### src/rtl/ifu_pkg.sv
// Shared definitions for the instruction fetch unit.
// Widths, reset PC default, fetch FSM encoding, queue entry layout.
package ifu_pkg;

  localparam int          INSTR_W      = 32;
  localparam logic [31:0] RESET_PC_DEF = 32'h0;
  localparam logic [31:0] NOP          = 32'h0;

  typedef enum logic {
    RUN   = 1'b0,
    DRAIN = 1'b1
  } fetch_state_e;

  typedef struct packed {
    logic [INSTR_W-1:0] data;
    logic [31:0]        pc;
  } q_entry_t;

endpackage

### src/rtl/fetch_fifo.sv
// In-order FIFO with occupancy count and synchronous flush.
// Ports: clk, rst_n, push_i/wdata_i, pop_i, flush_i, rdata_o (head, 0 when empty), count_o.
module fetch_fifo #(
  parameter  int DEPTH = 4,
  parameter  int WIDTH = 32,
  localparam int CW    = $clog2(DEPTH + 1)
) (
  input  logic             clk,
  input  logic             rst_n,
  input  logic             push_i,
  input  logic             pop_i,
  input  logic             flush_i,
  input  logic [WIDTH-1:0] wdata_i,
  output logic [WIDTH-1:0] rdata_o,
  output logic [CW-1:0]    count_o
);

  localparam int AW = $clog2(DEPTH);

  logic [WIDTH-1:0] mem_q [DEPTH];
  logic [AW-1:0]    wr_q, rd_q;
  logic [CW-1:0]    cnt_q;
  logic             empty, full;
  logic             do_push, do_pop;

  assign empty   = (cnt_q == '0);
  assign full    = (cnt_q == CW'(DEPTH));
  assign do_push = push_i && !flush_i;
  assign do_pop  = pop_i && !empty && !flush_i;
  assign count_o = cnt_q;
  assign rdata_o = empty ? '0 : mem_q[rd_q];

  always_ff @(posedge clk or negedge rst_n) begin
    if (!rst_n) begin
      wr_q  <= '0;
      rd_q  <= '0;
      cnt_q <= '0;
    end else if (flush_i) begin
      wr_q  <= '0;
      rd_q  <= '0;
      cnt_q <= '0;
    end else begin
      if (do_push) wr_q <= wr_q + 1'b1;
      if (do_pop)  rd_q <= rd_q + 1'b1;
      cnt_q <= cnt_q + CW'(do_push) - CW'(do_pop);
    end
  end

  // Storage needs no reset: the head is masked while empty.
  always_ff @(posedge clk) begin
    if (do_push) mem_q[wr_q] <= wdata_i;
  end

  // Upstream credit accounting must keep us from ever overflowing.
  a_no_overflow: assert property (
    @(posedge clk) disable iff (!rst_n)
    !(do_push && full && !do_pop)
  );

endmodule

### src/rtl/instr_fetch_unit.sv
// Fetch PC, imem request/response handling and prefetch queue feeding the core.
// Ports: clock/reset(async low), imem_req_*, imem_rsp_*, redirect_*, instr_*; perf_* when IFU_PERF_EN.
module instr_fetch_unit
  import ifu_pkg::*;
#(
  parameter int          DEPTH           = 4,
  parameter logic [31:0] RESET_PC        = RESET_PC_DEF,
  parameter int          MAX_OUTSTANDING = 4
) (
  input  logic               clock,
  input  logic               reset,
  output logic               imem_req_valid,
  input  logic               imem_req_ready,
  output logic [31:0]        imem_req_addr,
  input  logic               imem_rsp_valid,
  input  logic [INSTR_W-1:0] imem_rsp_data,
  input  logic               redirect_valid,
  input  logic [31:0]        redirect_pc,
  output logic               instr_valid,
  input  logic               instr_ready,
  output logic [INSTR_W-1:0] instr_data,
  output logic [31:0]        instr_pc
`ifdef IFU_PERF_EN
  ,
  output logic [31:0]        perf_fetched,
  output logic [31:0]        perf_discarded
`endif
);

  localparam int          CW     = $clog2(DEPTH + 1);
  localparam logic [CW:0] DEPTH_C = (CW + 1)'(DEPTH);
  localparam logic [CW-1:0] MAX_C = CW'(MAX_OUTSTANDING);

  fetch_state_e  state_q, state_d;
  logic [31:0]   fetch_pc_q, fetch_pc_d;
  logic [CW-1:0] discard_q, discard_d;

  logic [CW-1:0] q_cnt, t_cnt;
  logic [31:0]   t_head;
  q_entry_t      q_head, q_wdata;
  logic          req_fire, drop, q_push, q_pop;
  logic          unused_pc_lsb;

  assign unused_pc_lsb = ^redirect_pc[1:0];

  // Outstanding count is the tag FIFO occupancy; queue+in-flight bounds credit.
  assign imem_req_valid = reset && (state_q == RUN) && !redirect_valid
                       && (({1'b0, q_cnt} + {1'b0, t_cnt}) < DEPTH_C)
                       && (t_cnt < MAX_C);
  assign imem_req_addr  = {2'b00, fetch_pc_q[31:2]};

  assign req_fire = imem_req_valid && imem_req_ready;
  // A response landing in a redirect cycle belongs to the old stream.
  assign drop     = imem_rsp_valid && (redirect_valid || (discard_q != '0));
  assign q_push   = imem_rsp_valid && !drop;
  assign q_pop    = instr_valid && instr_ready;
  assign q_wdata  = '{data: imem_rsp_data, pc: t_head};

  assign instr_valid = (q_cnt != '0);
  assign instr_data  = instr_valid ? q_head.data : NOP;
  assign instr_pc    = q_head.pc;

  always_comb begin
    fetch_pc_d = fetch_pc_q;
    discard_d  = discard_q;
    state_d    = state_q;
    if (req_fire) fetch_pc_d = fetch_pc_q + 32'd4;
    if (redirect_valid) begin
      fetch_pc_d = {redirect_pc[31:2], 2'b00};
      discard_d  = t_cnt - CW'(imem_rsp_valid);
      state_d    = (discard_d != '0) ? DRAIN : RUN;
    end else begin
      if (drop) discard_d = discard_q - CW'(1);
      if ((state_q == DRAIN) && (discard_q == '0)) state_d = RUN;
    end
  end

  always_ff @(posedge clock or negedge reset) begin
    if (!reset) begin
      state_q    <= RUN;
      fetch_pc_q <= RESET_PC;
      discard_q  <= '0;
    end else begin
      state_q    <= state_d;
      fetch_pc_q <= fetch_pc_d;
      discard_q  <= discard_d;
    end
  end

  fetch_fifo #(
    .DEPTH (DEPTH),
    .WIDTH ($bits(q_entry_t))
  ) u_queue (
    .clk     (clock),
    .rst_n   (reset),
    .push_i  (q_push),
    .pop_i   (q_pop),
    .flush_i (redirect_valid),
    .wdata_i (q_wdata),
    .rdata_o (q_head),
    .count_o (q_cnt)
  );

  // Tags are never flushed: dropped responses still retire their tag.
  fetch_fifo #(
    .DEPTH (DEPTH),
    .WIDTH (32)
  ) u_tags (
    .clk     (clock),
    .rst_n   (reset),
    .push_i  (req_fire),
    .pop_i   (imem_rsp_valid),
    .flush_i (1'b0),
    .wdata_i (fetch_pc_q),
    .rdata_o (t_head),
    .count_o (t_cnt)
  );

`ifdef IFU_PERF_EN
  logic [31:0] perf_fetched_q, perf_discarded_q;

  always_ff @(posedge clock or negedge reset) begin
    if (!reset) begin
      perf_fetched_q   <= '0;
      perf_discarded_q <= '0;
    end else begin
      perf_fetched_q   <= perf_fetched_q + 32'(q_pop && !redirect_valid);
      perf_discarded_q <= perf_discarded_q + 32'(drop)
                        + (redirect_valid ? 32'(q_cnt) : 32'd0);
    end
  end

  assign perf_fetched   = perf_fetched_q;
  assign perf_discarded = perf_discarded_q;
`endif

endmodule

### config.mk
export PLATFORM = sky130hd
export DESIGN_NAME = instr_fetch_unit
export DESIGN_NICKNAME = d
export VERILOG_FILES = /design/src/rtl/ifu_pkg.sv /design/src/rtl/fetch_fifo.sv /design/src/rtl/instr_fetch_unit.sv
export SDC_FILE = /design/constraint.sdc
export NUM_CORES = 1
export LEC_CHECK = 0
export ABC_AREA = 1
export CELL_PAD_IN_SITES_DETAIL_PLACEMENT = 1
export CELL_PAD_IN_SITES_GLOBAL_PLACEMENT = 2
export CORE_AREA = 3 3 213 215
export DETAILED_ROUTE_END_ITERATION = 7
export DIE_AREA = 0 0 216 218
export PLACE_DENSITY_LB_ADDON = 0.1
export SLEW_MARGIN = 30
export SYNTH_ARGS = -nofsm -noshare
export SYNTH_HDL_FRONTEND = slang
export SYNTH_SLANG_ARGS = --single-unit
export TNS_END_PERCENT = 10
### constraint.sdc
create_clock -name clock -period 11.6 [get_ports clock]
set_clock_uncertainty 0.15 [all_clocks]
set_input_delay 2.32 -clock clock [delete_from_list [all_inputs] [get_ports clock]]
set_output_delay 2.32 -clock clock [all_outputs]
set_load 0.01 [all_outputs]
==> impl_results.md <==
- Worst Setup End Kind: output pin
- Worst skew pair latency: around 0.58 ns
- Hold Fails Final Rpt: 0
- Ports: 168
- Max Buffers Root-to-Sink: 3
- Via count: 12202
- Fraction of layout cells with a size suffix above 1: 0.0616
- Crit path DAT: 4.24 ns
- Post-synth top area cell: edfxtp_1
- Max Fclk: 149 MHz
- Largest net degree at the start of global routing: 83
- Fin crit period: 6.71 ns
- Starting Density: 0.406
- Status: completed
- Post-CTS sizing: 0
- Synth warn: 0
- Synthesized flop and latch total: 420
- Setup tns final: 0 ns
- Peak fanout along the critical path: 64
- Gpl congestion: 0.735
- Initial antenna violation count: 0
- Yosys cell types: 31
- Vias per inst: 5.06
- P per Cell Area: roughly 210 mW/mm2
- Pins Over Slew Limit: 0
- Dpl hpwl: ~27 mm
- Buffer count from post-CTS setup fixing: 0
- CTS tree: done
- WL/cell: approximately 19 um
- Synth cell count leaders: 428 x nor2_1, 372 x edfxtp_1, 201 x nand2_1
- TritonCTS buffer count: 45
- Post-route ant nets: 0
- CTS Sinks: 420
- DRC violations left: 0
- Clk Tree Root Cell: clkbuf_16
- Area of the die: 0.0471 mm2
- Area grow syn2layout: 20.0%
- Synth top area cells: edfxtp_1 63%, nor2_1 9.0%, dfrtp_1 6.7%
- Row cnt: 77
- Slew headroom: 0.375
- Worst EP required: 9.13 ns
- Kind of critical path: flop to output pin
- GRT Total Usage: 0.195
- Post-synth EDFFs: 372
- Pre-antenna DRT Iters: 4
- Vias in the first global route: 12952
- Core Box Area: ~0.044 mm2
- Post-Route WL: around 46 mm
- Crit start category: flop
- PortBufs: 163
- FFs w/ async S/R, synth: 0.114
- Nets: 1876
- Post-CTS Hold Fix Bufs: 0
- RSZ-0062 raised after global routing: no
- Cell with the most instances after synthesis: nor2_1
- First-pass GRT wire length: between 70 and 80 mm
- Mapped Cells: between 1500 and 2000
- Period Utilization, post-route: 0.578
- Post-Syn Area: approximately 0.018 mm2
- Area share of the largest cell type after synthesis: 0.626
- Max Cap Viol: 0
- Total leakage power: 7.70 nW
- Least-Margin Pin Slew: 0.937 ns
- CTS clk-pin slew, worst paths: 0.06 ns
- Hold_ws: 0.443 ns
- HP Class: flop to flop
- Synth Area per Inst: 10.9 um2
- Die height: 218 um
- DIE WIDTH: approximately 220 um
- Finish-stage setup viols: 0
- H-tree depth: 2
- Overflow after GRT: 0
- DR iter-0 viols: between 500 and 600
- Peak VDD IR: approximately 0.00011 V
- Ys flop type: edfxtp_1
- Diode count: 0
- Sequential share of the synthesized area: 0.693
==> final cells by class <==
class	instances	area, um2
fill	4759	22500
sequential	420	12400
multi-input combinational	1049	4810
timing repair buffer	182	1780
clock buffer	56	1190
tap	592	741
inverter	87	328
clock inverter	25	189
==> cells in the final DEF (no fill, tap or decap), types with 3 or more instances in the layout <==
cell type | synthesis | layout
o21ai_0 | 187 | 187
clkinv_2 | 0 | 9
buf_6 | 3 | 4
nand3_2 | 3 | 3
xor2_1 | 8 | 8
clkinv_1 | 0 | 12
inv_2 | 6 | 6
o21ai_1 | 8 | 8
nand3_1 | 58 | 58
nor2_2 | 5 | 9
dfrtp_1 | 48 | 46
buf_4 | 10 | 15
nand2_2 | 3 | 3
xnor2_1 | 8 | 8
ha_1 | 19 | 19
nor2_1 | 428 | 419
clkbuf_16 | 0 | 46
conb_1 | 1 | 6
nor2_4 | 2 | 7
inv_1 | 81 | 80
clkdlybuf4s50_1 | 0 | 162
a21oi_1 | 96 | 96
o211ai_1 | 3 | 3
nor3_1 | 5 | 4
o21bai_1 | 3 | 3
edfxtp_1 | 372 | 372
nand2_1 | 201 | 201
clkbuf_1 | 34 | 10
==> metal layers <==
metal	vias up	share of wire	wire length, um	track usage
met3	51	0.030	1380	0.0276
met1	6104	0.44	20200	0.249
li1	5867	-	-	-
met5	-	0	0	0
met4	0	0.019	847	0.0576
met2	180	0.51	23300	0.347
==> flip-flops by register name, summed over array words and instances (netlist names) <==
register,cells
discard_q,3
u_tags.count_o,3
u_queue.count_o,3
state_q,1
u_queue.rd_q,2
u_tags.rd_q,2
u_tags.mem_q,120
u_tags.wr_q,2
fetch_pc_q,30
u_queue.mem_q,252
u_queue.wr_q,2
==> worst paths after layout <==
kind / slack [ns] / depth (start not counted) / startpoint / end
min in group asynchronous: 1.59 / 1 / reset / fetch_pc_q[2]
max reg2reg: 8.35 / 14 / u_queue.count_o[1] / u_queue.count_o[2]
max: 4.89 / 7 / u_queue.rd_q[1] / instr_pc[19]
min: 0.44 / 2 / discard_q[0] / discard_q[0]
min reg2reg: 0.44 / 2 / discard_q[0] / discard_q[0]
max in group asynchronous: 8.79 / 2 / reset / u_queue.rd_q[0]
==> through the flow <==
| stage | instance area, um2 | utilization | cells | setup WS (ns) | power (W) |
|---|---|---|---|---|---|
| after floorplan | 17900 | - | 1641 | 5.39 | 0.00267 |
| after global placement | 20000 | 0.456 | 2330 | 5.16 | 0.00325 |
| after detailed placement | 20000 | 0.456 | 2330 | 5.16 | 0.00329 |
| after CTS | 21400 | 0.488 | 2411 | 4.76 | 0.00466 |
| after global routing | 21400 | 0.488 | 2411 | 4.63 | 0.00485 |
| final | 21400 | 0.488 | 2411 | 4.89 | 0.00459 |
==> cells by family (layout without fill, tap and decap cells) <==
family / count (synthesis) / count (layout) / synth area share
xor gates and xnor gates: 16 / 16 / 0.00785
adders and majority gates: 21 / 21 / 0.0156
buffers and inverters: 172 / 350 / 0.0416
DFF: 420 / 420 / 0.693
other: 1 / 6 / 0.000210
and+or+nand+nor: 709 / 709 / 0.158
AOI/OAI and AO/OA: 297 / 297 / 0.0841
==> report_power, final <==
group / internal [W] / leakage (nW) / switching (W)
sequential: 0.00182 / 3.94 / 0.0000803
combinational: 0.000488 / 3.09 / 0.000847
clock: 0.000772 / 0.674 / 0.000576
total: 0.00308 / 7.70 / 0.00150
==> worst max-delay path, cell delays in order (launching register included) <==
cell             delay, ns
dfrtp_2               0.34
buf_4                 0.67
clkinv_2              0.80
buf_4                 0.54
nor2_1                0.19
o21ai_0               0.14
a21oi_1               0.35
clkdlybuf4s50_1       0.61
Note: power is estimated with default switching activity, not from simulation.
